===== src/rtl/mem_stage_lsu_pkg.sv =====
// ---------------------------------------------------------------------------
// mem_stage_lsu_pkg
//   Shared definitions for the memory-stage load/store unit: funct3 encodings
//   for loads/stores and the bus-transaction FSM state encoding.
// ---------------------------------------------------------------------------
package mem_stage_lsu_pkg;

  // funct3 load/store widths (stores only use B/H/W)
  localparam logic [2:0] LS_B  = 3'b000;
  localparam logic [2:0] LS_H  = 3'b001;
  localparam logic [2:0] LS_W  = 3'b010;
  localparam logic [2:0] LS_BU = 3'b100;
  localparam logic [2:0] LS_HU = 3'b101;

  typedef enum logic [1:0] {
    IDLE = 2'd0,
    BUSY = 2'd1,
    DONE = 2'd2
  } lsu_state_e;

endpackage : mem_stage_lsu_pkg


===== src/rtl/mem_stage_lsu_if.sv =====
// ---------------------------------------------------------------------------
// mem_stage_lsu_if
//   Request/acknowledge data bus between the LSU (master) and memory (slave).
//   dbus_req    master->slave  request, held until ack or abort
//   dbus_we     master->slave  1 = write
//   dbus_addr   master->slave  word-aligned byte address
//   dbus_be     master->slave  byte enables
//   dbus_wdata  master->slave  lane-replicated store data
//   dbus_ack    slave->master  transfer complete, rdata/err valid
//   dbus_rdata  slave->master  read data
//   dbus_err    slave->master  error, qualified by dbus_ack
// ---------------------------------------------------------------------------
interface mem_stage_lsu_if;

  logic        dbus_req;
  logic        dbus_we;
  logic [31:0] dbus_addr;
  logic [3:0]  dbus_be;
  logic [31:0] dbus_wdata;
  logic        dbus_ack;
  logic [31:0] dbus_rdata;
  logic        dbus_err;

  modport master (
    output dbus_req, dbus_we, dbus_addr, dbus_be, dbus_wdata,
    input  dbus_ack, dbus_rdata, dbus_err
  );

  modport slave (
    input  dbus_req, dbus_we, dbus_addr, dbus_be, dbus_wdata,
    output dbus_ack, dbus_rdata, dbus_err
  );

endinterface : mem_stage_lsu_if


===== src/rtl/lsu_store_align.sv =====
// ---------------------------------------------------------------------------
// lsu_store_align
//   Combinational lane alignment for the LSU. From the access width and the
//   low address bits it produces store byte enables, lane-replicated store
//   data and a misalignment flag (valid for loads and stores alike).
//   funct3_i    in  3   access width (undefined encodings behave as W)
//   addr_lo_i   in  2   byte address bits [1:0]
//   data_i      in  32  LSB-justified store data
//   be_o        out 4   byte enables for a store
//   wdata_o     out 32  replicated store data
//   misalign_o  out 1   H/HU on odd address, W on non-word address
// ---------------------------------------------------------------------------
module lsu_store_align
  import mem_stage_lsu_pkg::*;
(
  input  logic [2:0]  funct3_i,
  input  logic [1:0]  addr_lo_i,
  input  logic [31:0] data_i,
  output logic [3:0]  be_o,
  output logic [31:0] wdata_o,
  output logic        misalign_o
);

  always_comb begin
    // NOTE: every output gets a default before the case so no path leaves
    // one unassigned, which would otherwise infer a latch.
    be_o       = 4'b1111;
    wdata_o    = data_i;
    misalign_o = 1'b0;
    case (funct3_i)
      LS_B, LS_BU: begin
        be_o    = 4'b0001 << addr_lo_i;
        wdata_o = {4{data_i[7:0]}};
      end
      LS_H, LS_HU: begin
        be_o       = addr_lo_i[1] ? 4'b1100 : 4'b0011;
        wdata_o    = {2{data_i[15:0]}};
        misalign_o = addr_lo_i[0];
      end
      // LS_W and the undefined encodings 011/110/111 are full-word accesses
      default: misalign_o = (addr_lo_i != 2'b00);
    endcase
  end

endmodule : lsu_store_align


===== src/rtl/mem_stage_lsu.sv =====
// ---------------------------------------------------------------------------
// mem_stage_lsu
//   Memory-stage load/store unit sitting just before the MEM/WB register.
//   Converts the M-stage access into one req/ack bus transaction, stalls the
//   pipeline while it is in flight and returns the raw 32-bit word; sign/zero
//   extension happens later in W.
//   Parameters: TIMEOUT - BUSY cycles without ack before abort (>= 2)
//   clk, n_rst        clock, asynchronous active-low reset
//   MemReadM/WriteM   load / store in M (both high = store)
//   funct3M           access width
//   ALUResultM        byte address
//   WriteDataM        store data, LSB-justified
//   StallM            hold all pipeline registers up to and including M/W
//   ReadData          raw loaded word to the M/W register
//   MisalignM         1-cycle pulse, misaligned access (no bus cycle)
//   BusErrM           1-cycle pulse, bus error or timeout
//   dbus              data bus, master side
// ---------------------------------------------------------------------------
module mem_stage_lsu
  import mem_stage_lsu_pkg::*;
#(
  parameter int TIMEOUT = 16
) (
  input  logic                   clk,
  input  logic                   n_rst,
  input  logic                   MemReadM,
  input  logic                   MemWriteM,
  input  logic [2:0]             funct3M,
  input  logic [31:0]            ALUResultM,
  input  logic [31:0]            WriteDataM,
  output logic                   StallM,
  output logic [31:0]            ReadData,
  output logic                   MisalignM,
  output logic                   BusErrM,
  mem_stage_lsu_if.master        dbus
);

  localparam int                CNT_W    = $clog2(TIMEOUT + 1);
  localparam logic [CNT_W-1:0]  CNT_LAST = CNT_W'(TIMEOUT - 1);

  lsu_state_e        state_q;
  logic [CNT_W-1:0]  cnt_q;
  logic [29:0]       addr_q;
  logic              we_q;
  logic [3:0]        be_q;
  logic [31:0]       wdata_q;
  logic [31:0]       rdata_q;
  logic              misalign_q;
  logic              buserr_q;

  logic [3:0]        al_be;
  logic [31:0]       al_wdata;
  logic              al_misalign;
  logic              access;
  logic              start;

  lsu_store_align u_align (
    .funct3_i   (funct3M),
    .addr_lo_i  (ALUResultM[1:0]),
    .data_i     (WriteDataM),
    .be_o       (al_be),
    .wdata_o    (al_wdata),
    .misalign_o (al_misalign)
  );

  assign access = MemReadM | MemWriteM;
  assign start  = (state_q == IDLE) && access && !al_misalign;

  // The IDLE term is combinational on M-stage inputs, so it is gated with
  // n_rst to keep StallM low for the whole time reset is asserted.
  assign StallM    = (start & n_rst) | (state_q == BUSY);
  assign ReadData  = rdata_q;
  assign MisalignM = misalign_q;
  assign BusErrM   = buserr_q;

  // Request is decoded straight from the state flop, so an async reset
  // removes it immediately.
  assign dbus.dbus_req   = (state_q == BUSY);
  assign dbus.dbus_we    = we_q;
  assign dbus.dbus_addr  = {addr_q, 2'b00};
  assign dbus.dbus_be    = be_q;
  assign dbus.dbus_wdata = wdata_q;

  always_ff @(posedge clk or negedge n_rst) begin
    if (!n_rst) begin
      state_q    <= IDLE;
      cnt_q      <= '0;
      addr_q     <= '0;
      we_q       <= 1'b0;
      be_q       <= '0;
      wdata_q    <= '0;
      rdata_q    <= '0;
      misalign_q <= 1'b0;
      buserr_q   <= 1'b0;
    end else begin
      // NOTE: non-blocking assignments throughout so every flop samples the
      // pre-edge value of the others, independent of statement order.
      misalign_q <= 1'b0;
      buserr_q   <= 1'b0;
      unique case (state_q)
        IDLE: begin
          if (access && al_misalign) begin
            misalign_q <= 1'b1;
            rdata_q    <= '0;
          end else if (access) begin
            state_q <= BUSY;
            cnt_q   <= '0;
            addr_q  <= ALUResultM[31:2];
            we_q    <= MemWriteM;
            // loads read the whole word; lane selection is done in W
            be_q    <= MemWriteM ? al_be : 4'b1111;
            wdata_q <= MemWriteM ? al_wdata : '0;
          end
        end
        BUSY: begin
          if (dbus.dbus_ack) begin
            state_q <= DONE;
            if (dbus.dbus_err) begin
              rdata_q  <= '0;
              buserr_q <= 1'b1;
            end else if (!we_q) begin
              rdata_q <= dbus.dbus_rdata;
            end
          end else if (cnt_q == CNT_LAST) begin
            // TIMEOUT cycles of req without ack: abort the transfer
            state_q  <= DONE;
            rdata_q  <= '0;
            buserr_q <= 1'b1;
          end else begin
            cnt_q <= cnt_q + CNT_W'(1);
          end
        end
        DONE:    state_q <= IDLE;
        default: state_q <= IDLE;
      endcase
    end
  end

endmodule : mem_stage_lsu


===== src/flat_wrapper.sv =====
// flat-port wrapper written by rule: the top's interface ports become plain ports
module mem_stage_lsu_flat import mem_stage_lsu_pkg::*;
#(
  parameter int TIMEOUT = 16
)
  (clk, n_rst, MemReadM, MemWriteM, funct3M, ALUResultM, WriteDataM, StallM, ReadData, MisalignM, BusErrM, dbus_dbus_req, dbus_dbus_we, dbus_dbus_addr, dbus_dbus_be, dbus_dbus_wdata, dbus_dbus_ack, dbus_dbus_rdata, dbus_dbus_err);
  mem_stage_lsu_if dbus_i ();
  input  logic clk;
  input  logic n_rst;
  input  logic MemReadM;
  input  logic MemWriteM;
  input  logic [2:0] funct3M;
  input  logic [31:0] ALUResultM;
  input  logic [31:0] WriteDataM;
  output logic StallM;
  output logic [31:0] ReadData;
  output logic MisalignM;
  output logic BusErrM;
  output wire logic [$bits(dbus_i.dbus_req)-1:0] dbus_dbus_req;
  output wire logic [$bits(dbus_i.dbus_we)-1:0] dbus_dbus_we;
  output wire logic [$bits(dbus_i.dbus_addr)-1:0] dbus_dbus_addr;
  output wire logic [$bits(dbus_i.dbus_be)-1:0] dbus_dbus_be;
  output wire logic [$bits(dbus_i.dbus_wdata)-1:0] dbus_dbus_wdata;
  input wire logic [$bits(dbus_i.dbus_ack)-1:0] dbus_dbus_ack;
  input wire logic [$bits(dbus_i.dbus_rdata)-1:0] dbus_dbus_rdata;
  input wire logic [$bits(dbus_i.dbus_err)-1:0] dbus_dbus_err;
  assign dbus_dbus_req = dbus_i.dbus_req;
  assign dbus_dbus_we = dbus_i.dbus_we;
  assign dbus_dbus_addr = dbus_i.dbus_addr;
  assign dbus_dbus_be = dbus_i.dbus_be;
  assign dbus_dbus_wdata = dbus_i.dbus_wdata;
  assign dbus_i.dbus_ack = dbus_dbus_ack;
  assign dbus_i.dbus_rdata = dbus_dbus_rdata;
  assign dbus_i.dbus_err = dbus_dbus_err;
  mem_stage_lsu #(.TIMEOUT(TIMEOUT)) u_core (.clk(clk), .n_rst(n_rst), .MemReadM(MemReadM), .MemWriteM(MemWriteM), .funct3M(funct3M), .ALUResultM(ALUResultM), .WriteDataM(WriteDataM), .StallM(StallM), .ReadData(ReadData), .MisalignM(MisalignM), .BusErrM(BusErrM), .dbus(dbus_i));
endmodule

===== config.mk =====
export PLATFORM = sky130hd
export DESIGN_NAME = mem_stage_lsu_flat
export DESIGN_NICKNAME = d
export VERILOG_FILES = /design/src/rtl/mem_stage_lsu_pkg.sv /design/src/rtl/mem_stage_lsu_if.sv /design/src/rtl/lsu_store_align.sv /design/src/rtl/mem_stage_lsu.sv /design/src/flat_wrapper.sv
export SDC_FILE = /design/constraint.sdc
export NUM_CORES = 1
export LEC_CHECK = 0
export CORE_MARGIN = 5
export CORE_UTILIZATION = 46
export DETAILED_ROUTE_END_ITERATION = 10
export PLACE_DENSITY = 0.86
export SLEW_MARGIN = 5
export SYNTH_ARGS = -nofsm -noshare
export SYNTH_HDL_FRONTEND = slang
export SYNTH_SLANG_ARGS = --single-unit
export TNS_END_PERCENT = 20

===== constraint.sdc =====
create_clock -name clk -period 4.3 [get_ports clk]
set_input_delay 0.645 -clock clk [delete_from_list [all_inputs] [get_ports clk]]
set_output_delay 0.645 -clock clk [all_outputs]
set_load 0.005 [all_outputs]

==> metrics.txt <==
# TYPE chip_impl_metric gauge
chip_impl_metric{name="die_width",unit="um"} 113
chip_impl_info{name="most_used_dff_post_synth",value="sky130_fd_sc_hd__dfrtp_1"} 1
chip_impl_metric{name="fp.coreArea",unit="um2"} 10300
chip_impl_metric{name="count_of_standard_cell_rows",unit=""} 37
chip_impl_info{name="netlist.top_cell.by_area",value="sky130_fd_sc_hd__dfrtp_1"} 1
chip_impl_metric{name="numCtsBuffers",unit=""} 9
chip_impl_info{name="synthTopCellsByCount",value="108 x sky130_fd_sc_hd__dfrtp_1, 60 x sky130_fd_sc_hd__nand2_1, 58 x sky130_fd_sc_hd__mux2i_1"} 1
chip_impl_metric{name="power.switching_fraction",unit="%"} 28.7
chip_impl_metric{name="grt_start_max_net_pins",unit=""} 69
chip_impl_metric{name="worst_path_max_stage_delay",unit="ns"} 0.49
chip_impl_metric{name="final.period_utilization",unit="%"} 79.6
chip_impl_metric{name="critPathMaxFanout",unit=""} 14
chip_impl_metric{name="worstPathRequired",unit="ns"} 3.65
chip_impl_metric{name="worst_slack",unit="ns"} 0.875
chip_impl_metric{name="yosys_warnings",unit=""} 0
chip_impl_info{name="setup.worst_path.class",value="in2out"} 1
chip_impl_info{name="crit_path_end_kind",value="primary output"} 1
chip_impl_metric{name="timing.max_slew.rel_slack",unit="%"} 25.1
chip_impl_metric{name="clock_path_buffers",unit=""} 2
chip_impl_metric{name="max_freq",unit="MHz"} 292
chip_impl_metric{name="avgSynthCellArea",unit="um2"} 11.7
chip_impl_info{name="timing.critical_path.slowest_stage_cell",value="sky130_fd_sc_hd__clkdlybuf4s50_1"} 1
chip_impl_metric{name="timing.max_cap.violations",unit=""} 0
chip_impl_metric{name="totalWireLength",unit="mm"} 13.1
chip_impl_metric{name="arrival",unit="ns"} 2.78
chip_impl_metric{name="clk_transition_reported_paths",unit="ns"} 0.10
chip_impl_metric{name="synth.distinct_cells",unit=""} 34
chip_impl_info{name="grt_setup_unrepaired",value="false"} 1
chip_impl_metric{name="finish.cell_count_without_fillers",unit=""} 754
chip_impl_info{name="worstHoldPathType",value="in2async"} 1
chip_impl_metric{name="die_y",unit="um"} 113
chip_impl_metric{name="drive_above_1_share",unit="%"} 8.90
chip_impl_metric{name="placement.cell_area",unit="um2"} 6970
chip_impl_metric{name="setup-violations-final",unit=""} 0
chip_impl_metric{name="routedWlPerCell",unit="um"} 17.4
chip_impl_metric{name="synth_edf_count",unit=""} 0
chip_impl_metric{name="postCtsSetupRepairBufs",unit=""} 0
chip_impl_info{name="cts_tree",value="built"} 1
chip_impl_metric{name="synth.top_cell.area_share",unit="%"} 55.5
chip_impl_metric{name="area_growth",unit="%"} 47.2
chip_impl_metric{name="antenna-diode-count",unit=""} 0
chip_impl_metric{name="fin_tns_setup",unit="ns"} 0
chip_impl_metric{name="skew",unit="ns"} 0.0127
chip_impl_metric{name="number_of_buffer_cells_added_on_primary_ports",unit=""} 206
chip_impl_metric{name="power_density",unit="nW/um2"} 505
chip_impl_info{name="run_status",value="finished clean"} 1
chip_impl_metric{name="antenna_found_initial",unit=""} 0
chip_impl_metric{name="initial_utilization",unit="%"} 47.2
chip_impl_metric{name="die_area",unit="um2"} 12700
chip_impl_metric{name="first_global_vias",unit=""} 4097
chip_impl_info{name="clockRootBuffer",value="sky130_fd_sc_hd__clkbuf_8"} 1
chip_impl_metric{name="clkLatencyLatePin",unit="ns"} 0.34
chip_impl_metric{name="met3RoutedLength",unit="mm"} 1.45
chip_impl_metric{name="antenna_viol_nets_final",unit=""} 0
chip_impl_metric{name="hold_viol_final",unit=""} 0
chip_impl_metric{name="global_route.usage.total",unit="%"} 20.2
chip_impl_metric{name="clock_sinks",unit=""} 108
chip_impl_metric{name="drtIter0Drc",unit=""} 238
chip_impl_metric{name="transition_time_of_the_tightest_slew_check_pin",unit="ns"} 1.12
chip_impl_metric{name="comb_power_share",unit="%"} 40.1
chip_impl_info{name="post_synth_main_area_contributors",value="sky130_fd_sc_hd__dfrtp_1 55%, sky130_fd_sc_hd__mux2i_1 12%, sky130_fd_sc_hd__mux2_4 9.2%, sky130_fd_sc_hd__nand2_1 4.6%, sky130_fd_sc_hd__inv_1 2.9%"} 1
chip_impl_metric{name="detail_route.wirelength.met1",unit="mm"} 5.13
chip_impl_metric{name="met2RoutedLength",unit="mm"} 6.30
chip_impl_info{name="synth.most_common_cell",value="sky130_fd_sc_hd__dfrtp_1"} 1
chip_impl_metric{name="number_of_gates_resized_after_cts",unit=""} 0
chip_impl_metric{name="total_leakage_power",unit="nW"} 3.24
chip_impl_info{name="timing.critical_path.mode_cell",value="sky130_fd_sc_hd__clkdlybuf4s50_1"} 1
chip_impl_metric{name="via_count_normalized_by_instance_count",unit=""} 5.05
chip_impl_info{name="maxUsedRoutingLayer",value="met4"} 1
chip_impl_metric{name="ys_seq_area_share",unit="%"} 55.5
chip_impl_metric{name="clk_network_pwr_share",unit="%"} 18.0
chip_impl_metric{name="placed_cells",unit=""} 739
chip_impl_metric{name="wire_length_of_the_first_global_routing_pass",unit="mm"} 20.7
chip_impl_metric{name="share_seq_of_total_power",unit="%"} 41.9
chip_impl_metric{name="drc_errors",unit=""} 0
chip_impl_metric{name="drt_pass1_iterations",unit=""} 5
chip_impl_metric{name="dp_worst_setup_slack",unit="ns"} 0.879
chip_impl_metric{name="vdd_ir_drop_max",unit="V"} 0.000256
chip_impl_metric{name="final_util",unit="%"} 69.5
chip_impl_metric{name="min_period",unit="ns"} 3.42
chip_impl_info{name="timing.critical_path.from_type",value="input pin"} 1
chip_impl_metric{name="sw_pwr",unit="W"} 0.00104
chip_impl_metric{name="vias",unit=""} 3805
chip_impl_metric{name="synthesized_netlist_cell_count",unit=""} 415
chip_impl_metric{name="async_set_reset_flop_share_out_of_synthesis",unit="%"} 100
chip_impl_metric{name="num-nets-final",unit=""} 721
chip_impl_metric{name="synth-seq-cells",unit=""} 108
chip_impl_metric{name="syn-cell-area",unit="um2"} 4870
chip_impl_metric{name="cts-hold-fix-buffers",unit=""} 0
chip_impl_metric{name="place_congestion",unit=""} 0.840
chip_impl_metric{name="final_cell_area",unit="um2"} 7170
chip_impl_metric{name="timing_max_transition_violations_final",unit=""} 0
chip_impl_metric{name="ios",unit=""} 210
chip_impl_metric{name="detailedPlacementHpwl",unit="mm"} 9.84
chip_impl_info{name="critical_path.cell_chain",value="clkdlybuf4s50_1 -> buf_4 -> a21oi_2 -> o21ai_2 -> a21oi_1 -> a21o_1 -> clkdlybuf4s50_1"} 1
chip_impl_metric{name="internal_power",unit="W"} 0.00258
chip_impl_metric{name="maximum_level_of_the_cts_h_tree",unit=""} 3
chip_impl_metric{name="global_route.overflow_total",unit=""} 0
-- path summary, 6_finish.rpt --
kind,startpoint,slack [ns],cells past startpoint,to
max,funct3M[0],0.88,7,StallM
min,n_rst,0.27,1,u_core.dbus.dbus_be[3]
max reg2reg,u_core.cnt_q[0],1.64,7,u_core.ReadData[23]
min reg2reg,u_core.dbus.dbus_wdata[29],0.49,2,u_core.dbus.dbus_wdata[29]
max in group asynchronous,n_rst,2.77,2,u_core.cnt_q[2]
min in group clk,u_core.dbus.dbus_wdata[29],0.49,2,u_core.dbus.dbus_wdata[29]
-- registers in the layout (all words and copies together), names as in the netlist, 2 cells and up --
signal and count:
u_core.ReadData 32, u_core.addr_q 30, u_core.cnt_q 5, u_core.dbus.dbus_be 4
u_core.dbus.dbus_wdata 32, u_core.state_q 2
-- layout make-up --
class,count,area [um2]
timing repair buffer,210,2100
tap,136,170
clock buffer,11,131
multi-input combinational,247,1850
clock inverter,4,75.1
sequential,108,2700
inverter,38,143
fill,729,3150
-- metal layers --
| layer | up-vias | global-route usage [%] |
|---|---|---|
| met5 | - | 0 |
| met4 | 0 | 6.01 |
| met3 | 19 | 8.18 |
| met2 | 179 | 33.9 |
| met1 | 1828 | 23.8 |
| li1 | 1779 | - |
-- cell usage in the layout (no fill, tap or decap), drive strengths merged, types with 11 or more instances in the layout --
cell type and n:
a21oi 13, clkbuf 11, inv 38, o21ai 33
nor2 16, nand2 60, clkdlybuf4s50 205, mux2i 58
mux2 30, dfrtp 108
-- per-stage QoR --
step	power, W	hold WS, ns
finish	0.00362	0.272
global route	0.00384	0.308
CTS	0.00367	0.291
detailed placement	0.00300	0.469
global placement	0.00295	0.461
floorplan	0.00214	0.349
-- power groups by stage --
stage                     logic (W)  clock network (W)  registers [W]
final                       0.00145           0.000652        0.00152
after CTS                   0.00148           0.000673        0.00152
after detailed placement    0.00147                  0        0.00153
after global routing        0.00157           0.000714        0.00156
after global placement      0.00144                  0        0.00151
after floorplan            0.000606                  0        0.00153
-- cell families (layout without fill, tap and decap cells) --
kind of cell	count (synthesis)	after routing	share of synthesized area (%)
AND/OR/NAND/NOR	92	92	7.83
multiplexers	88	88	21.2
buffers and inverters	61	263	6.65
AO/OA/AOI/OAI	63	63	8.30
other	1	2	0.0770
flip-flops	108	108	55.5
adder cells (fa/ha/maj)	2	2	0.514
-- critical path, delay by kind of cell --
family	cells	cell delay, ns
AO/OA/AOI/OAI	4	1.04
buffers and inverters	3	1.09
(Power assumes the default switching activity.)
